$ cat config.mk
export PLATFORM = sky130hd
export DESIGN_NAME = atm_session_ctrl
export DESIGN_NICKNAME = d
export VERILOG_FILES = /design/src/rtl/atm_session_ctrl_pkg.sv /design/src/rtl/atm_session_ctrl_watchdog.sv /design/src/rtl/atm_session_ctrl.sv
export SDC_FILE = /design/constraint.sdc
export NUM_CORES = 1
export LEC_CHECK = 0
export CAP_MARGIN = 30
export CORE_ASPECT_RATIO = 0.75
export CORE_MARGIN = 5
export CORE_UTILIZATION = 25
export CTS_BUF_LIST = sky130_fd_sc_hd__clkbuf_4
export DETAILED_ROUTE_END_ITERATION = 12
export SYNTH_ARGS = -nofsm -noshare
export SYNTH_HDL_FRONTEND = slang
export SYNTH_SLANG_ARGS = --single-unit
$ cat constraint.sdc
create_clock -name clk -period 3.4 [get_ports clk]
set_input_delay 0.51 -clock clk [delete_from_list [all_inputs] [get_ports clk]]
set_output_delay 0.51 -clock clk [all_outputs]
set_load 0.01 [all_outputs]
$ cat src/rtl/atm_session_ctrl_pkg.sv
`default_nettype none
// ============================================================================
// Module : atm_pkg
// Brief  : State encoding, operation codes and error codes for the ATM session.
// Rev    : 1.0
// ============================================================================
package atm_pkg;

    localparam logic [2:0] c_ST_IDLE   = 3'd0;
    localparam logic [2:0] c_ST_PIN    = 3'd1;
    localparam logic [2:0] c_ST_MENU   = 3'd2;
    localparam logic [2:0] c_ST_EXEC   = 3'd3;
    localparam logic [2:0] c_ST_EJECT  = 3'd4;
    localparam logic [2:0] c_ST_LOCKED = 3'd5;

    localparam logic [1:0] c_OP_BAL  = 2'b00;
    localparam logic [1:0] c_OP_WDR  = 2'b01;
    localparam logic [1:0] c_OP_DEP  = 2'b10;
    localparam logic [1:0] c_OP_EXIT = 2'b11;

    localparam logic [1:0] c_ERR_OK    = 2'b00;
    localparam logic [1:0] c_ERR_INSUF = 2'b01;
    localparam logic [1:0] c_ERR_OVF   = 2'b10;
    localparam logic [1:0] c_ERR_TMO   = 2'b11;

endpackage
`default_nettype wire

$ cat src/rtl/atm_session_ctrl_watchdog.sv
`default_nettype none
// ============================================================================
// Module : session_watchdog
// Brief  : Saturating idle counter; pulses timeout on the last idle cycle.
// Rev    : 1.0
// ============================================================================
module session_watchdog #(
    parameter int IDLE_CYCLES = 10
) (
    input  logic clk,
    input  logic rst,
    input  logic i_en,
    input  logic i_clr,
    output logic o_timeout
);

    localparam int              c_CW   = $clog2(IDLE_CYCLES + 1);
    localparam logic [c_CW-1:0] c_LAST = c_CW'(IDLE_CYCLES - 1);
    localparam logic [c_CW-1:0] c_SAT  = c_CW'(IDLE_CYCLES);

    logic [c_CW-1:0] r_count;

    // Disabled means cleared, so every entry into an enabled state starts at zero.
    always_ff @(posedge clk) begin
        if (!rst || !i_en || i_clr) begin
            r_count <= '0;
        end else if (r_count != c_SAT) begin
            r_count <= r_count + 1'b1;
        end
    end

    assign o_timeout = i_en && !i_clr && (r_count == c_LAST);

endmodule
`default_nettype wire

$ cat src/rtl/atm_session_ctrl.sv
`default_nettype none
// ============================================================================
// Module : atm_session_ctrl
// Brief  : ATM session sequencer: card, PIN retry, menu, transaction, eject/retain.
// Rev    : 1.0
// ============================================================================
module atm_session_ctrl
    import atm_pkg::*;
#(
    parameter int PIN_W       = 16,
    parameter int AMT_W       = 16,
    parameter int MAX_TRIES   = 3,
    parameter int IDLE_CYCLES = 10
) (
    input  logic             clk,
    input  logic             rst,
    input  logic             card_in,
    input  logic [PIN_W-1:0] card_pin,
    input  logic             key_valid,
    input  logic [PIN_W-1:0] key_pin,
    input  logic             op_valid,
    input  logic [1:0]       op_code,
    input  logic [AMT_W-1:0] op_amount,
    input  logic [AMT_W-1:0] balance_in,
    output logic             acct_we,
    output logic [AMT_W-1:0] balance_out,
    output logic             done,
    output logic [1:0]       err,
    output logic             eject,
    output logic             card_lock,
    output logic [2:0]       state_o
);

    localparam int              c_TW    = $clog2(MAX_TRIES + 1);
    localparam logic [c_TW-1:0] c_MAX_T = c_TW'(MAX_TRIES);

    logic [2:0]       r_state;
    logic [c_TW-1:0]  r_tries;
    logic             r_acct_we;
    logic [AMT_W-1:0] r_balance_out;
    logic             r_done;
    logic [1:0]       r_err;
    logic             r_eject;
    logic             r_card_lock;

    logic             w_wd_en;
    logic             w_wd_clr;
    logic             w_timeout;
    logic [c_TW-1:0]  w_tries_inc;
    logic [AMT_W:0]   w_sum;

    assign w_wd_en     = (r_state == c_ST_PIN) || (r_state == c_ST_MENU);
    assign w_wd_clr    = ((r_state == c_ST_PIN) && key_valid) || ((r_state == c_ST_MENU) && op_valid);
    assign w_tries_inc = r_tries + 1'b1;
    assign w_sum       = {1'b0, balance_in} + {1'b0, op_amount};

    session_watchdog #(
        .IDLE_CYCLES (IDLE_CYCLES)
    ) u_watchdog (
        .clk       (clk),
        .rst       (rst),
        .i_en      (w_wd_en),
        .i_clr     (w_wd_clr),
        .o_timeout (w_timeout)
    );

    // The transaction result is computed on the accepting MENU edge so done/acct_we
    // are registered and visible during the single EXEC cycle.
    always_ff @(posedge clk) begin
        if (!rst) begin
            r_state       <= c_ST_IDLE;
            r_tries       <= '0;
            r_acct_we     <= 1'b0;
            r_balance_out <= '0;
            r_done        <= 1'b0;
            r_err         <= c_ERR_OK;
            r_eject       <= 1'b0;
            r_card_lock   <= 1'b0;
        end else begin
            r_done    <= 1'b0;
            r_acct_we <= 1'b0;
            case (r_state)
                c_ST_IDLE: begin
                    if (card_in) begin
                        r_state <= c_ST_PIN;
                        r_tries <= '0;
                    end
                end
                c_ST_PIN: begin
                    if (!card_in) begin
                        r_state <= c_ST_IDLE;
                    end else if (key_valid) begin
                        if (key_pin == card_pin) begin
                            r_state <= c_ST_MENU;
                        end else if (w_tries_inc == c_MAX_T) begin
                            r_state     <= c_ST_LOCKED;
                            r_tries     <= w_tries_inc;
                            r_card_lock <= 1'b1;
                        end else begin
                            r_tries <= w_tries_inc;
                        end
                    end else if (w_timeout) begin
                        r_state <= c_ST_EJECT;
                        r_eject <= 1'b1;
                        r_err   <= c_ERR_TMO;
                    end
                end
                c_ST_MENU: begin
                    if (!card_in) begin
                        r_state <= c_ST_IDLE;
                    end else if (op_valid) begin
                        if (op_code == c_OP_EXIT) begin
                            r_state <= c_ST_EJECT;
                            r_eject <= 1'b1;
                            r_err   <= c_ERR_OK;
                        end else begin
                            r_state       <= c_ST_EXEC;
                            r_done        <= 1'b1;
                            r_balance_out <= balance_in;
                            r_err         <= c_ERR_OK;
                            case (op_code)
                                c_OP_WDR: begin
                                    if (op_amount <= balance_in) begin
                                        r_acct_we     <= 1'b1;
                                        r_balance_out <= balance_in - op_amount;
                                    end else begin
                                        r_err <= c_ERR_INSUF;
                                    end
                                end
                                c_OP_DEP: begin
                                    if (!w_sum[AMT_W]) begin
                                        r_acct_we     <= 1'b1;
                                        r_balance_out <= w_sum[AMT_W-1:0];
                                    end else begin
                                        r_err <= c_ERR_OVF;
                                    end
                                end
                                default: ;
                            endcase
                        end
                    end else if (w_timeout) begin
                        r_state <= c_ST_EJECT;
                        r_eject <= 1'b1;
                        r_err   <= c_ERR_TMO;
                    end
                end
                c_ST_EXEC: begin
                    r_state <= c_ST_MENU;
                    r_err   <= c_ERR_OK;
                end
                c_ST_EJECT: begin
                    if (!card_in) begin
                        r_state <= c_ST_IDLE;
                        r_eject <= 1'b0;
                        r_err   <= c_ERR_OK;
                    end
                end
                c_ST_LOCKED: ;
                default: r_state <= c_ST_IDLE;
            endcase
        end
    end

    assign acct_we     = r_acct_we;
    assign balance_out = r_balance_out;
    assign done        = r_done;
    assign err         = r_err;
    assign eject       = r_eject;
    assign card_lock   = r_card_lock;
    assign state_o     = r_state;

endmodule
`default_nettype wire
==> results of run 1 <==
## worst max-delay path, cell delays in order
cell and delay (ps):
sky130_fd_sc_hd__clkdlybuf4s50_1 430, sky130_fd_sc_hd__ha_1 240, sky130_fd_sc_hd__fa_1 410, sky130_fd_sc_hd__nor2b_1 180
sky130_fd_sc_hd__o211ai_2 250, sky130_fd_sc_hd__a32oi_2 220, sky130_fd_sc_hd__nor4_4 330, sky130_fd_sc_hd__buf_4 180
sky130_fd_sc_hd__nor2_1 70, sky130_fd_sc_hd__a21bo_4 300, sky130_fd_sc_hd__a32oi_1 180, sky130_fd_sc_hd__a31oi_1 110
## metrics by stage
step           util, %  hold WS, ps
2_1_floorplan        -          436
3_5_place_dp      35.0          459
3_3_place_gp      35.0          443
4_1_cts           35.3          477
6_report          35.4          475
5_1_grt           35.4          503
## path summary, 6_finish.rpt
path / startpoint / end / slack [ps] / cells after the start
min reg2reg: r_tries[1] / r_tries[1] / 470 / 2
max reg2reg: state_o[1] / balance_out[3] / 760 / 7
max: op_amount[0] / balance_out[12] / 180 / 12
min: r_tries[1] / r_tries[1] / 470 / 2
## flip-flops by register name, indices dropped and copies added (netlist names)
| register | count |
|---|---|
| card_lock | 1 |
| r_tries | 2 |
| eject | 1 |
| err | 2 |
| acct_we | 1 |
| balance_out | 16 |
| done | 1 |
| u_watchdog.r_count | 4 |
| state_o | 3 |
## timing repair
action / 4_1_cts / 5_1_grt
gates resized for setup: 0 / 2
endpoints found under the hold margin: 0 / 0
setup endpoints to repair: 0 / 3
hold buffers: 0 / 0
setup buffers: 0 / 0
## power breakdown
group,internal [uW],switching (uW)
Sequential,366,6.38
Clock,73.4,152
Combinational,283,306
Total,722,464
## kinds of logic after synthesis
group           count (synthesis)  synth area share [%]
compound gates                169                  31.7
simple gates                  151                  21.2
buf+inv                        72                  8.63
fa+ha+maj                      41                  14.7
flops                          31                  17.3
xor+xnor                       23                  5.60
mux                             3                 0.870
## Yosys cell counts (all sizes together), types with 2 or more instances
cell type  instances  area, sq um
inv               46          173
nor2              43          164
a21oi             41          209
ha                39          488
nand2             35          131
o21ai             34          174
dfxtp             31          621
xnor2             22          193
a31oi             17          106
nor3              15         80.1
o22ai             14         87.6
buf               13         86.3
clkbuf            13         51.3
nand2b            11         68.8
a211oi            10         80.1
nand4              9         56.3
nor2b              9         56.3
o31ai              8         60.1
a21o               7         52.6
nand3              7         35.0
nor4               6         52.6
o211ai             4         50.1
o32ai              4         35.0
or2                4         25.0
a22oi              3         22.5
a32oi              3         33.8
o221ai             3         38.8
o311ai             3         26.3
or3                3         18.8
and2               2         12.5
and2b              2         15.0
fa                 2         40.0
mux2i              2         20.0
o211a              2         20.0
o21bai             2         15.0
o2bb2ai            2         17.5
o31a               2         17.5
or3b               2         20.0
## cell type report
cell class,count,area [sq um]
clock inverter,2,8.76
timing repair buffer,141,1310
tap,180,225
multi-input combinational,387,2680
inverter,46,173
sequential,31,621
fill,1489,9210
clock buffer,5,37.5
## per-layer routing
layer	up-vias	wire [um]	global-route usage (%)
met4	0	88	2.65
met1	1858	5960	20.4
li1	2016	-	-
met3	7	837	2.22
met5	-	0	0
met2	146	5590	22.1
==> flow_summary_export.csv, run 1 <==
group,metric,value,unit
routing,vias_per_cell,5.08,
timing,max-slew-margin-rel,54.0,%
final_layout,finish.net_count,724,
final_layout,area_growth_syn_to_layout,40.5,%
routing,number_of_iterations_in_the_first_detailed_routing_pass,5,
timing,slew_viol_final,0,
final_layout,stdcell_area,5050,sq um
place,dp.final_hpwl,10200,um
power_and_ir_drop,irDropWorstVdd,0.117,mV
run,max-cap-violations,0,
floorplanning,row_count,38,
floorplanning,fp.dieArea,16900,sq um
critical_path,critPathKind,"in -> reg",
floorplanning,die-width,148,um
yosys,post_synth_inst_count,490,
critical_path,path_max_fanout,16,
final_layout,mostFrequentLayoutCells,"95 x sky130_fd_sc_hd__clkdlybuf4s50_1, 46 x sky130_fd_sc_hd__inv_1, 45 x sky130_fd_sc_hd__buf_4",
routing,routed_wl,12500,um
yosys,postSynthRegisterBits,31,
global_route,grt_first_pass_wirelength,19800,um
timing,final_layout_setup_total_negative_slack,0,ps
power_and_ir_drop,design_power_total,1190,uW
timing,clock.fmax,311,MHz
min_path,min_delay_worst_type,"reg -> reg",
clock_tree,clk_pin_slew,120,ps
critical_path,cp-start-kind,"primary input",
floorplanning,design.portCount,96,
clock_tree,clk_latency,350,ps
clock_tree,max-clock-path-buffers,2,
timing,timing.final.ws_setup,180,ps
timing,hold_viol,0,
global_route,grt_use_total,14.1,%
clock_tree,htree_levels,2,
yosys,ys_dominant_reg_cell,"sky130_fd_sc_hd__dfxtp_1",
yosys,synth-seq-area-share,17.3,%
status,status,"completed",
yosys,number_of_warnings_reported_in_the_yosys_synthesis_log,0,
floorplanning,fp.coreArea,14300,sq um
routing,ant_nets,0,
floorplanning,die_h,114,um
final_layout,post_route_cells_drive_above_1_share,11.9,%
final_layout,final-instance-count-excl-fill,792,
global_route,globalRouteOverflowTotal,0,
global_route,grt_pass1_vias,3915,
critical_path,worstPathRequired,3610,ps
power_and_ir_drop,power.leakage,0.00206,uW
final_layout,n_antenna_cell,0,
routing,detailroute.via_count,4027,
global_route,grt_antenna_before_repair,0,
yosys,post_synth_net_total,602,
yosys,yosys.cell_types.count,68,
final_layout,mostFrequentLayoutCell,"sky130_fd_sc_hd__clkdlybuf4s50_1",
routing,drc_errors,0,
timing,fin_skew,11.0,ps
place,pre_cts_slack,-218,ps
place,postPlaceCellArea,4990,sq um
clock_tree,cts_num_sinks,31,
place,placedCellCount,785,
place,place.port_buffers,95,
timing,fin_crit_sh,94.7,%
timing,fin_crit,3220,ps
power_and_ir_drop,power_per_cell_area,235,nW/um^2
global_route,grt_max_degree,17,
place,finalWeightedCongestion,0.880,
clock_tree,cts_buffer_count,5,
timing,rsz0062_at_grt,"no",
yosys,syn_area_per_cell,7.34,sq um
critical_path,endpoint_kind,"register",
clock_tree,cts_tree,"yes",
yosys,count_of_flip_flops_with_a_built_in_enable_after_synthesis,0,
critical_path,worst_ep_arrival_time,3430,ps
yosys,mappedNetlistArea,3590,sq um
clock_tree,root_buffer,"sky130_fd_sc_hd__clkbuf_4",
timing,max_slew.worst_pin.slew,689,ps
timing,setup_violations,0,
floorplanning,floorplan.initialDensity,25.2,%
routing,drt-wirelength-per-cell,15.8,um
routing,detail_route.iter0.violations,358,
yosys,ys_async_sr_fraction,0,%
Note: power is estimated with default switching activity, not from simulation.
==> inputs of run 2 (changes only) <==
DONT_BUFFER_PORTS = 1   (was unset)
==> run 2 against run 1 <==
Net effect: die area is the same; fmax up 13%; global-route usage fell by 1.1 points; utilization down 8.2 points; cell area is 23% lower.
==> flow_summary_export.csv, run 2 (same netlist as run 1, synthesis figures left out) <==
group,metric,value,unit
power_and_ir_drop,seqPwrFrac,33.5,%
power_and_ir_drop,power.switching,422,uW
timing,hold_viol,0,
routing,routed-wl-met2,4690,um
place,finalWeightedCongestion,0.856,
timing,fin_skew,27.4,ps
routing,drt-met1-wl,5410,um
clock_tree,cts_tree,"yes",
power_and_ir_drop,power_per_cell_area,287,nW/um^2
final_layout,final-instance-count-excl-fill,668,
routing,vias_per_cell,5.25,
timing,max_slew.worst_pin.slew,642,ps
critical_path,endpoint_kind,"register",
routing,routed_wl,11300,um
critical_path,crit_path_cells,"inv_1 -> ha_1 -> inv_1 -> a21oi_1 -> o311ai_1 -> buf_4 -> nor4_4 -> buf_4 -> o21ai_2 -> nor4_1 -> nor4_1 -> o22ai_1",
global_route,grt_use_total,13.0,%
clock_tree,htree_levels,2,
critical_path,critPathKind,"in -> reg",
final_layout,largest_register_ffs,16,
place,place.port_buffers,0,
routing,number_of_iterations_in_the_first_detailed_routing_pass,5,
critical_path,cpMaxStageDelayCell,"sky130_fd_sc_hd__o21ai_2",
routing,drt-wirelength-per-cell,17.0,um
power_and_ir_drop,irDropWorstVdd,0.115,mV
place,pre_cts_slack,213,ps
power_and_ir_drop,power.share.combinational,38.9,%
final_layout,filler_cell_count,1577,
timing,slew_viol_final,0,
global_route,grt_max_degree,34,
timing,setup_violations,0,
clock_tree,cts_buffer_count,5,
timing,fin_crit,2840,ps
final_layout,n_antenna_cell,0,
global_route,globalRouteOverflowTotal,0,
clock_tree,max-clock-path-buffers,2,
critical_path,number_of_buffers_and_inverters_on_the_critical_path,4,
clock_tree,root_buffer,"sky130_fd_sc_hd__clkbuf_4",
timing,timing.final.ws_setup,556,ps
run,max-cap-violations,0,
clock_tree,clk_pin_slew,130,ps
routing,highest-signal-layer,"met4",
final_layout,post_route_cells_drive_above_1_share,9.02,%
final_layout,mostFrequentLayoutCells,"46 x sky130_fd_sc_hd__inv_1, 42 x sky130_fd_sc_hd__nor2_1, 40 x sky130_fd_sc_hd__a21oi_1",
routing,drc_errors,0,
place,placedCellCount,660,
timing,final_layout_setup_total_negative_slack,0,ps
power_and_ir_drop,internal_power,692,uW
place,dp.final_hpwl,8940,um
critical_path,path_max_fanout,13,
min_path,min_delay_worst_type,"in -> reg",
clock_tree,ctsResizeCount,0,
critical_path,worst_path_largest_cell_delay,520,ps
status,status,"completed",
timing,max-slew-margin-rel,57.2,%
floorplanning,design.portCount,96,
power_and_ir_drop,design_power_total,1110,uW
floorplanning,die-width,148,um
final_layout,finish.net_count,599,
floorplanning,fp.coreArea,14300,sq um
power_and_ir_drop,clockPowerShare,27.6,%
floorplanning,row_count,38,
clock_tree,cts_num_sinks,31,
timing,rsz0062_at_grt,"no",
final_layout,area_growth_syn_to_layout,7.90,%
routing,ant_nets,0,
timing,clock.fmax,352,MHz
clock_tree,holdBufCountCts,0,
clock_tree,clk_latency,350,ps
critical_path,cp-start-kind,"primary input",
floorplanning,die_h,114,um
floorplanning,floorplan.initialDensity,25.2,%
floorplanning,fp.dieArea,16900,sq um
routing,dr_wl_met3,1150,um
timing,hold_slack,283,ps
clock_tree,postCtsSetupBuffers,0,
critical_path,worst_ep_arrival_time,3080,ps
power_and_ir_drop,power.leakage,0.00156,uW
global_route,grt_first_pass_wirelength,17900,um
power_and_ir_drop,switching_fraction_of_total_power,37.9,%
critical_path,worstPathRequired,3630,ps
global_route,grt_pass1_vias,3290,
final_layout,mostFrequentLayoutCell,"sky130_fd_sc_hd__inv_1",
routing,detailroute.via_count,3504,
global_route,grt_antenna_before_repair,0,
critical_path,cp_top_family,"compound AO/OA/AOI/OAI gates",
routing,detail_route.iter0.violations,249,
timing,fin_crit_sh,83.7,%
[run 2: cell types whose count changed in the layout (fill, tap and decap cells not counted)]
cell,change
sky130_fd_sc_hd__a21bo_2,+1
sky130_fd_sc_hd__a21bo_4,-1
sky130_fd_sc_hd__o21ai_4,-1
sky130_fd_sc_hd__clkdlybuf4s50_1,-95
sky130_fd_sc_hd__buf_4,-29
sky130_fd_sc_hd__buf_12,-1
sky130_fd_sc_hd__bufinv_16,+1
sky130_fd_sc_hd__o21ai_2,+1
[run 2: final cells by class]
class                      instances  area [sq um]  share of cell area [%]
multi-input combinational        387          2660                    68.7
tap                              180           225                    5.81
inverter                          46           173                    4.45
clock inverter                     3          38.8                    1.00
clock buffer                       5          37.5                   0.968
timing repair buffer              16           120                    3.10
sequential                        31           621                    16.0
[run 2: final timing paths]
kind	startpoint	to	slack [ps]	cells past startpoint
max	op_amount[13]	balance_out[14]	560	12
min	rst	balance_out[3]	280	2
max reg2reg	state_o[1]	balance_out[10]	1000	8
min reg2reg	r_tries[1]	r_tries[1]	460	2
[run 2: worst register-to-register path, cell delays in order, from the launching register on]
cell and delay (ps):
sky130_fd_sc_hd__dfxtp_1 540, sky130_fd_sc_hd__inv_1 140, sky130_fd_sc_hd__or3_1 420, sky130_fd_sc_hd__or3b_4 420, sky130_fd_sc_hd__nor2_2 90, sky130_fd_sc_hd__buf_4 330, sky130_fd_sc_hd__nor2b_1 110, sky130_fd_sc_hd__a31oi_1 150
sky130_fd_sc_hd__o32ai_1 100
[run 2: per-stage QoR]
stage               util [%]  area [sq um]
floorplan                  -          3590
global placement        26.7          3800
detailed placement      26.7          3800
CTS                     27.2          3880
global route            27.2          3880
finish                  27.2          3880
[run 2: routing by layer]
metal | global-route usage [%] | vias to the layer above
met2 | 19.3 | 128
li1 | - | 1767
met4 | 2.22 | 0
met1 | 19.0 | 1600
met3 | 3.53 | 9
met5 | 0 | -
[run 2: power groups by stage]
stage | Clock [uW] | Sequential (uW) | Combinational, uW
finish | 308 | 373 | 433
global route | 333 | 374 | 480
floorplan | 0 | 377 | 336
detailed placement | 0 | 381 | 422
CTS | 321 | 373 | 424
global placement | 0 | 382 | 422
==> inputs of run 3 (changes only) <==
clock period = 3 ns   (was 3.4 ns; I/O delays follow)
==> run 3 against run 2 <==
Net effect: register-to-register slack worse by 410 ps; cell area is 0.94% higher; largest power group unchanged; utilization up 0.25 points; critical endpoint is now balance_out[0]; via count increased by 3.1%; non-clock buffer count rose by 8; total power increased by 6.7%; largest cell class unchanged; clock skew shrank 2.3 ps.
==> flow_summary_export.csv, run 3 (same netlist as run 1, synthesis figures left out) <==
group,metric,value,unit
status,status,"completed",
final_layout,final-instance-count-excl-fill,676,
floorplanning,die-width,148,um
place,placedCellCount,668,
routing,dr_wl_met3,1160,um
critical_path,endpoint_kind,"register",
clock_tree,clk_pin_slew,140,ps
timing,max_slew.worst_pin.slew,678,ps
routing,highest-signal-layer,"met4",
timing,slew_viol_final,0,
routing,ant_nets,0,
timing,clock.fmax,380,MHz
clock_tree,max-clock-path-buffers,2,
routing,routed_wl,11300,um
clock_tree,holdBufCountCts,0,
timing,hold_viol,0,
final_layout,post_route_cells_drive_above_1_share,10.7,%
routing,detailroute.via_count,3611,
clock_tree,root_buffer,"sky130_fd_sc_hd__clkbuf_4",
critical_path,cp-start-kind,"primary input",
clock_tree,cts_num_sinks,31,
critical_path,worstPathRequired,3240,ps
power_and_ir_drop,internal_power,713,uW
clock_tree,clk_latency,350,ps
critical_path,path_max_fanout,13,
power_and_ir_drop,power_per_cell_area,304,nW/um^2
min_path,min_delay_worst_type,"in -> reg",
floorplanning,fp.coreArea,14300,sq um
routing,drc_errors,0,
global_route,grt_antenna_before_repair,0,
floorplanning,design.portCount,96,
global_route,grt_pass1_vias,3233,
final_layout,n_antenna_cell,0,
floorplanning,fp.dieArea,16900,sq um
clock_tree,htree_levels,2,
global_route,grt_use_total,12.8,%
final_layout,largest_register_ffs,16,
place,place.port_buffers,0,
floorplanning,floorplan.initialDensity,25.2,%
routing,vias_per_cell,5.34,
routing,detail_route.iter0.violations,306,
power_and_ir_drop,seqPwrFrac,35.5,%
power_and_ir_drop,irDropWorstVdd,0.134,mV
routing,drt-met1-wl,5450,um
run,max-cap-violations,0,
global_route,grt_max_degree,24,
routing,number_of_iterations_in_the_first_detailed_routing_pass,6,
critical_path,critPathKind,"in -> reg",
routing,routed-wl-met2,4600,um
final_layout,finish.net_count,607,
final_layout,area_growth_syn_to_layout,8.91,%
power_and_ir_drop,switching_fraction_of_total_power,40.1,%
global_route,globalRouteOverflowTotal,0,
power_and_ir_drop,design_power_total,1190,uW
routing,drt-wirelength-per-cell,16.7,um
final_layout,layout.core_utilization,27.4,%
timing,rsz0062_at_grt,"no",
place,pre_cts_slack,15.4,ps
place,dp.final_hpwl,9060,um
timing,fin_crit,2630,ps
clock_tree,ctsResizeCount,0,
final_layout,mostFrequentLayoutCell,"sky130_fd_sc_hd__inv_1",
global_route,grt_first_pass_wirelength,17600,um
clock_tree,cts_tree,"yes",
timing,fin_skew,25.1,ps
critical_path,worst_ep_arrival_time,2870,ps
power_and_ir_drop,power.share.combinational,42.3,%
floorplanning,die_h,114,um
floorplanning,row_count,38,
timing,timing.final.ws_setup,367,ps
place,finalWeightedCongestion,0.866,
power_and_ir_drop,power.switching,477,uW
critical_path,ff2ff_setup_slack,590,ps
final_layout,mostFrequentLayoutCells,"46 x sky130_fd_sc_hd__inv_1, 42 x sky130_fd_sc_hd__nor2_1, 40 x sky130_fd_sc_hd__a21oi_1",
clock_tree,cts_buffer_count,5,
timing,final_layout_setup_total_negative_slack,0,ps
timing,max-slew-margin-rel,54.8,%
timing,setup_violations,0,
timing,fin_crit_sh,87.8,%
power_and_ir_drop,power.leakage,0.00159,uW
clock_tree,postCtsSetupBuffers,0,
power_and_ir_drop,clockPowerShare,22.2,%
-- run 3: changes by cell type in the layout (fill, tap and decap cells not counted) --
cell,before,now
sky130_fd_sc_hd__clkinv_1,1,0
sky130_fd_sc_hd__bufinv_16,1,0
sky130_fd_sc_hd__buf_4,16,24
sky130_fd_sc_hd__clkinv_2,1,3
-- run 3: cell type report --
type                            count  area [sq um]
Sequential cell                    31           621
Timing Repair Buffer               24           180
Clock inverter                      3          15.0
Multi-Input combinational cell    387          2660
Tap cell                          180           225
Fill cell                        1556         10300
Inverter                           46           173
Clock buffer                        5          37.5
-- run 3: power groups by stage --
stage | combinational, uW | sequential, uW | clock (uW)
final | 503 | 422 | 264
after global routing | 557 | 423 | 290
after CTS | 495 | 422 | 276
after detailed placement | 492 | 431 | 0
after global placement | 494 | 431 | 0
after floorplan | 381 | 427 | 0
-- run 3: per-layer routing --
| layer | vias up | track usage, % |
|---|---|---|
| met5 | - | 0 |
| met4 | 0 | 2.40 |
| met3 | 6 | 3.18 |
| met2 | 166 | 18.4 |
| met1 | 1659 | 19.3 |
| li1 | 1780 | - |
-- run 3: worst max-delay path, stage by stage --
cell and delay, ps:
sky130_fd_sc_hd__ha_1 210, sky130_fd_sc_hd__fa_1 410, sky130_fd_sc_hd__nor2b_1 170, sky130_fd_sc_hd__o211ai_2 220
sky130_fd_sc_hd__a32oi_2 170, sky130_fd_sc_hd__nor4_4 360, sky130_fd_sc_hd__o21ai_2 270, sky130_fd_sc_hd__a211oi_2 290
sky130_fd_sc_hd__a21oi_1 70, sky130_fd_sc_hd__a211oi_1 250
-- run 3: through the flow --
step           hold WS, ps  instance area (sq um)
3_5_place_dp           453                   3860
2_1_floorplan          436                   3590
3_3_place_gp           452                   3860
6_report               227                   3920
4_1_cts                208                   3920
5_1_grt                210                   3920
-- run 3: path summary, 6_finish.rpt --
check | start | end | depth (start not counted)
max reg2reg | state_o[1] | balance_out[6] | 8
min | rst | balance_out[12] | 2
max | op_amount[0] | balance_out[0] | 10
min reg2reg | r_tries[1] | r_tries[1] | 2
